[config.mk]
export PLATFORM = sky130hd
export DESIGN_NAME = ntt_mdc_reorder_flat
export DESIGN_NICKNAME = d
export VERILOG_FILES = /design/src/rtl/ntt_mdc_reorder_if.sv /design/src/rtl/ntt_mdc_reorder.sv /design/src/flat_wrapper.sv
export SDC_FILE = /design/constraint.sdc
export NUM_CORES = 1
export LEC_CHECK = 0
export ABC_AREA = 1
export CAP_MARGIN = 10
export CELL_PAD_IN_SITES_DETAIL_PLACEMENT = 0
export CELL_PAD_IN_SITES_GLOBAL_PLACEMENT = 2
export CORE_UTILIZATION = 30
export DETAILED_ROUTE_END_ITERATION = 12
export GPL_ROUTABILITY_DRIVEN = 0
export PLACE_DENSITY = 0.71
export SETUP_SLACK_MARGIN = 0.2
export SKIP_LAST_GASP = 1
export SYNTH_ARGS = -nofsm -noshare
export SYNTH_HDL_FRONTEND = slang
export SYNTH_SLANG_ARGS = --single-unit
export TNS_END_PERCENT = 5
[constraint.sdc]
create_clock -name clk -period 1.2 [get_ports clk]
set_input_delay 0.24 -clock clk [delete_from_list [all_inputs] [get_ports clk]]
set_output_delay 0.24 -clock clk [all_outputs]
set_load 0.05 [all_outputs]
[src/rtl/ntt_mdc_reorder_if.sv]
// Two-lane coefficient stream between the MDC NTT pipeline and its reorder buffer.
// master drives the bit-reversed input pairs; slave returns natural-order pairs and the error flag.
interface ntt_mdc_reorder_if #(
    parameter int LOGQ = 2
);
    logic            in_start;
    logic [LOGQ-1:0] in_0;
    logic [LOGQ-1:0] in_1;
    logic            out_start;
    logic            out_valid;
    logic [LOGQ-1:0] out_0;
    logic [LOGQ-1:0] out_1;
    logic            err;

    modport master (
        output in_start, in_0, in_1,
        input  out_start, out_valid, out_0, out_1, err
    );

    modport slave (
        input  in_start, in_0, in_1,
        output out_start, out_valid, out_0, out_1, err
    );
endinterface

[src/rtl/ntt_mdc_reorder.sv]
// Ping-pong reorder buffer: bit-reversed NTT output pairs in, natural-order pairs out.
// Define NTT_REORDER_ERR_EN to build the sticky in_start protocol-violation detector on err.
module ntt_mdc_reorder #(
    parameter int LOGQ       = 0,
    parameter int LOGN       = 0,
    parameter int DELAY_BRAM = 0
) (
    input logic               clk,
    input logic               rst,
    ntt_mdc_reorder_if.slave  bus
);
    localparam int QW = (LOGQ < 2) ? 2 : LOGQ;
    localparam int AW = ((LOGN < 2) ? 2 : LOGN) - 1;
    localparam int N2 = 1 << AW;
    localparam int DB = (DELAY_BRAM < 1) ? 1 : DELAY_BRAM;
    localparam logic [AW-1:0] LAST = AW'(N2 - 1);

    typedef enum logic {W_IDLE, W_WRITE} w_state_t;
    typedef enum logic {R_IDLE, R_READ}  r_state_t;

    w_state_t      w_state, w_state_nx;
    r_state_t      r_state, r_state_nx;
    logic [AW-1:0] wc, wc_nx, rc, rc_nx;
    logic          wbank, wbank_nx, rbank, rbank_nx;
    logic [1:0]    full, full_nx;
    logic          we, re;

    logic [QW-1:0] ram_lo [2*N2];
    logic [QW-1:0] ram_hi [2*N2];

    logic [DB-1:0] v_pipe, s_pipe;
    logic [QW-1:0] d0_pipe [DB];
    logic [QW-1:0] d1_pipe [DB];

    function automatic logic [AW-1:0] rev(input logic [AW-1:0] x);
        logic [AW-1:0] r;
        for (int i = 0; i < AW; i++) r[i] = x[AW-1-i];
        return r;
    endfunction

    always_ff @(posedge clk) begin
        if (rst) begin
            w_state <= W_IDLE;
            r_state <= R_IDLE;
            wc      <= '0;
            rc      <= '0;
            wbank   <= 1'b0;
            rbank   <= 1'b0;
            full    <= '0;
        end else begin
            w_state <= w_state_nx;
            r_state <= r_state_nx;
            wc      <= wc_nx;
            rc      <= rc_nx;
            wbank   <= wbank_nx;
            rbank   <= rbank_nx;
            full    <= full_nx;
        end
    end

    always_comb begin
        w_state_nx = w_state;
        wc_nx      = wc;
        wbank_nx   = wbank;
        full_nx    = full;
        we         = 1'b0;
        r_state_nx = r_state;
        rc_nx      = rc;
        rbank_nx   = rbank;
        re         = 1'b0;

        // Pair 0 arrives with in_start, so the IDLE cycle already writes it.
        case (w_state)
            W_IDLE: begin
                if (bus.in_start) begin
                    we         = 1'b1;
                    wc_nx      = AW'(1);
                    w_state_nx = W_WRITE;
                end
            end
            W_WRITE: begin
                we = 1'b1;
                if (wc == LAST) begin
                    full_nx[wbank] = 1'b1;
                    wbank_nx       = ~wbank;
                    wc_nx          = '0;
                    w_state_nx     = bus.in_start ? W_WRITE : W_IDLE;
                end else begin
                    wc_nx = wc + 1'b1;
                end
            end
            default: w_state_nx = W_IDLE;
        endcase

        // Address 0 is issued in the same cycle the full flag is seen.
        case (r_state)
            R_IDLE: begin
                if (full[rbank]) begin
                    re         = 1'b1;
                    rc_nx      = AW'(1);
                    r_state_nx = R_READ;
                end
            end
            R_READ: begin
                re = 1'b1;
                if (rc == LAST) begin
                    full_nx[rbank] = 1'b0;
                    rbank_nx       = ~rbank;
                    rc_nx          = '0;
                    r_state_nx     = full[~rbank] ? R_READ : R_IDLE;
                end else begin
                    rc_nx = rc + 1'b1;
                end
            end
            default: r_state_nx = R_IDLE;
        endcase
    end

    always_ff @(posedge clk) begin
        if (we) begin
            ram_lo[{wbank, rev(wc)}] <= bus.in_0;
            ram_hi[{wbank, rev(wc)}] <= bus.in_1;
        end
    end

    // Stage 0 is the RAM read register; later stages pad out the BRAM latency.
    always_ff @(posedge clk) begin
        if (rst) begin
            v_pipe <= '0;
            s_pipe <= '0;
            for (int i = 0; i < DB; i++) begin
                d0_pipe[i] <= '0;
                d1_pipe[i] <= '0;
            end
        end else begin
            v_pipe[0]  <= re;
            s_pipe[0]  <= re && (rc == '0);
            d0_pipe[0] <= re ? ram_lo[{rbank, rc}] : '0;
            d1_pipe[0] <= re ? ram_hi[{rbank, rc}] : '0;
            for (int i = 1; i < DB; i++) begin
                v_pipe[i]  <= v_pipe[i-1];
                s_pipe[i]  <= s_pipe[i-1];
                d0_pipe[i] <= d0_pipe[i-1];
                d1_pipe[i] <= d1_pipe[i-1];
            end
        end
    end

    assign bus.out_valid = v_pipe[DB-1];
    assign bus.out_start = s_pipe[DB-1];
    assign bus.out_0     = d0_pipe[DB-1];
    assign bus.out_1     = d1_pipe[DB-1];

`ifdef NTT_REORDER_ERR_EN
    logic viol, err_q;

    assign viol = (w_state == W_WRITE) && (wc != LAST) && bus.in_start;

    always_ff @(posedge clk) begin
        if (rst)       err_q <= 1'b0;
        else if (viol) err_q <= 1'b1;
    end

    assign bus.err = err_q;
`else
    assign bus.err = 1'b0;
`endif
endmodule

[src/flat_wrapper.sv]
// flat-port wrapper written by rule: the top's interface ports become plain ports
module ntt_mdc_reorder_flat 
#(
    parameter int LOGQ       = 0,
    parameter int LOGN       = 0,
    parameter int DELAY_BRAM = 0
)
  (clk, rst, bus_in_start, bus_in_0, bus_in_1, bus_out_start, bus_out_valid, bus_out_0, bus_out_1, bus_err);
  ntt_mdc_reorder_if #(.LOGQ(LOGQ)) bus_i ();
  input logic clk;
  input logic rst;
  input wire logic [$bits(bus_i.in_start)-1:0] bus_in_start;
  input wire logic [$bits(bus_i.in_0)-1:0] bus_in_0;
  input wire logic [$bits(bus_i.in_1)-1:0] bus_in_1;
  output wire logic [$bits(bus_i.out_start)-1:0] bus_out_start;
  output wire logic [$bits(bus_i.out_valid)-1:0] bus_out_valid;
  output wire logic [$bits(bus_i.out_0)-1:0] bus_out_0;
  output wire logic [$bits(bus_i.out_1)-1:0] bus_out_1;
  output wire logic [$bits(bus_i.err)-1:0] bus_err;
  assign bus_i.in_start = bus_in_start;
  assign bus_i.in_0 = bus_in_0;
  assign bus_i.in_1 = bus_in_1;
  assign bus_out_start = bus_i.out_start;
  assign bus_out_valid = bus_i.out_valid;
  assign bus_out_0 = bus_i.out_0;
  assign bus_out_1 = bus_i.out_1;
  assign bus_err = bus_i.err;
  ntt_mdc_reorder #(.LOGQ(LOGQ), .LOGN(LOGN), .DELAY_BRAM(DELAY_BRAM)) u_core (.clk(clk), .rst(rst), .bus(bus_i));
endmodule
==> impl_metrics.csv <==
group,metric,value,unit
grt,grt_max_degree,12,
final_layout,drive_gt1_share,31.0,%
cts,clkSlewWorstSetupHoldPaths,70,ps
hold_path,hold_path.class,"in2reg",
final_layout,final_cell_count_no_fill,193,
cts,cts-hold-fix-buffers,0,
worst_setup_path,crit_path_max_fanout,4,
power,power.leakage,0.000702,uW
timing,fin_crit,1050,ps
synthesis,synth_common_cells,"inv_1, nand2_1, edfxtp_1",
drt,final_antenna_net_count,0,
placed_design,placed_cells,184,
drt,wire_per_inst,11.5,um
synthesis,yosys_warnings,0,
cts,cts_sinks,30,
timing,slew_viol_final,0,
final_layout,utilization,43.5,%
cts,insertion_delay,280,ps
drt,viasPerCell,4.22,
job,max_cap_violations,0,
synthesis,yosys.area_share.simple,18.7,%
power,finalPower,2290,uW
final_layout,antenna_cells,0,
cts,cts_root_buf,"clkbuf_8",
synthesis,synth_cell_type_count,23,
grt,grt_pass1_wl,3840,um
synthesis,synth_top_area_share,40.0,%
grt,antenna_found_initial,0,
synthesis,seq_area_frac_synth,63.3,%
synthesis,synth_ff_type,"edfxtp_1",
timing,fin_setup_tns,0,ps
placed_design,dp_hpwl,1750,um
synthesis,synthArstFlopShare,0,%
grt,grt_util_all_layers,12.8,%
drt,routed_wl,2220,um
placed_design,dp_slack,-285,ps
floorplanning,rows,22,
final_layout,fill_cells,378,
worst_setup_path,worstSetupStartpointType,"register",
placed_design,portBuffers,12,
worst_setup_path,worstSetupPathType,"reg2reg",
synthesis,synth_compound_area_share,6.87,%
floorplanning,dieArea,0.00427,mm2
final_layout,area_delta_synth_final,35.6,%
synthesis,yosysMostFrequentCell,"inv_1",
floorplanning,io-pin-count,14,
power,vdd_drop_max,755,uV
drt,drcViolationCount,0,
timing,skew,6.65,ps
floorplanning,initial_core_util,32.1,%
grt,grt_overflow_total,0,
timing,finalHoldViolCount,0,
synthesis,avgSynthCellArea,10.1,um2
synthesis,ys_top_cells_by_area,"edfxtp_1, dfxtp_1, inv_1",
cts,cts_max_level,2,
floorplanning,dieHeight,65.3,um
synthesis,netlist_instances,119,
drt,num_vias,814,
synthesis,synth_xor_area_share,0,%
cts,numCtsBuffers,5,
power,power_density,1400,mW/mm2
drt,drtPass1Iterations,4,
synthesis,synthesis.nets,126,
drt,drt-initial-drc-count,12,
synthesis,synth-edff-count,16,
synthesis,synth.ff_latch_count,30,
final_layout,nNetsFinal,151,
floorplanning,core,0.00374,mm2
timing,rsz0062_at_grt,"yes",
cts,cts_tree,"done",
worst_setup_path,cp.required,1210,ps
cts,clk_path_buf_depth,2,
timing,max_freq,951,MHz
floorplanning,die_w,65.3,um
synthesis,syn_area,0.00120,mm2
synthesis,synthAdderAreaFrac,0,%
timing,finalSetupViolations,0,
synthesis,synth_top_area_cell,"edfxtp_1",
synthesis,synthMuxAreaShare,0,%
timing,fin_crit_sh,87.6,%
worst_setup_path,cp-end-kind,"register",
run_status,outcome,"finished clean",
synthesis,synth_top_family_by_area,"simple AND/OR/NAND/NOR gates",
timing,worst_slack,149,ps
worst_setup_path,crit_arrival,1060,ps
grt,grt_pass1_vias,831,
## cells in the final DEF (no fill, tap or decap), drive strengths merged
master / count
a21oi: 8
nor2: 6
dfxtp: 14
o21ai: 4
nor3: 4
edfxtp: 16
nand3b: 1
conb: 1
inv: 27
dlygate4sd2: 1
clkdlybuf4s50: 5
nand3: 10
nand2: 24
clkinv: 2
clkinvlp: 1
clkbuf: 5
buf: 15
a211oi: 1
## path summary, 6_finish.rpt
| path | start | to | slack (ps) | cells after the start |
|---|---|---|---|---|
| max | u_core.wbank | u_core.ram_lo[0][0] | 150 | 3 |
| min | bus_in_start | u_core.w_state | 440 | 3 |
| max reg2reg | u_core.wbank | u_core.ram_lo[0][0] | 150 | 3 |
| min reg2reg | u_core.full[1] | u_core.full[1] | 490 | 2 |
## cell families after synthesis
| kind of cell | after synthesis |
|---|---|
| AO/OA/AOI/OAI | 13 |
| buffers and inverters | 30 |
| flip-flops | 30 |
| other | 1 |
| AND/OR/NAND/NOR | 45 |
## flip-flops by register name, indices dropped and copies added (netlist names)
register	flops
u_core.ram_hi	8
u_core.ram_lo	8
u_core.d0_pipe	2
u_core.d1_pipe	2
u_core.full	2
u_core.bus.out_start	1
u_core.bus.out_valid	1
u_core.r_state	1
u_core.rbank	1
u_core.rc	1
u_core.w_state	1
u_core.wbank	1
u_core.wc	1
## timing repair
action                                  CTS  global route
gates resized for setup                   4             1
pin swaps                                 2             1
endpoints found under the setup margin   22            23
buffers inserted                          1             0
## routing by layer
layer	wire length, um	share of wire [%]	track usage (%)	vias to the layer above
met1	1010	45	14.3	370
li1	-	-	-	423
met4	48	2.2	8.15	0
met5	0	0	0	-
met3	107	4.8	4.86	4
met2	1060	48	20.4	17
## cell type report
class	count	area, um2	share of cell area [%]
Sequential cell	30	766	47.0
Inverter	27	106	6.52
Clock buffer	5	68.8	4.22
Clock inverter	3	21.3	1.30
Timing Repair Buffer	21	250	15.3
Tap cell	48	60.1	3.68
Multi-Input combinational cell	59	358	21.9
## report_power, final
part / internal, uW / leakage [uW] / switching [uW]
sequential: 1140 / 0.000263 / 35.1
combinational: 135 / 0.000395 / 179
clock: 406 / 0.0000441 / 393
total: 1680 / 0.000702 / 606
## metrics by stage
step	hold slack [ps]	instance area, um2
after floorplan	311	1240
after global placement	483	1520
after detailed placement	487	1520
after CTS	437	1630
after global routing	476	1630
final	442	1630
## worst max-delay path: stages (launching register included)
cell	delay [ps]
dfxtp_1	330
buf_4	150
nor3_2	140
buf_4	150
No activity file was read; power rests on OpenSTA's default activity.
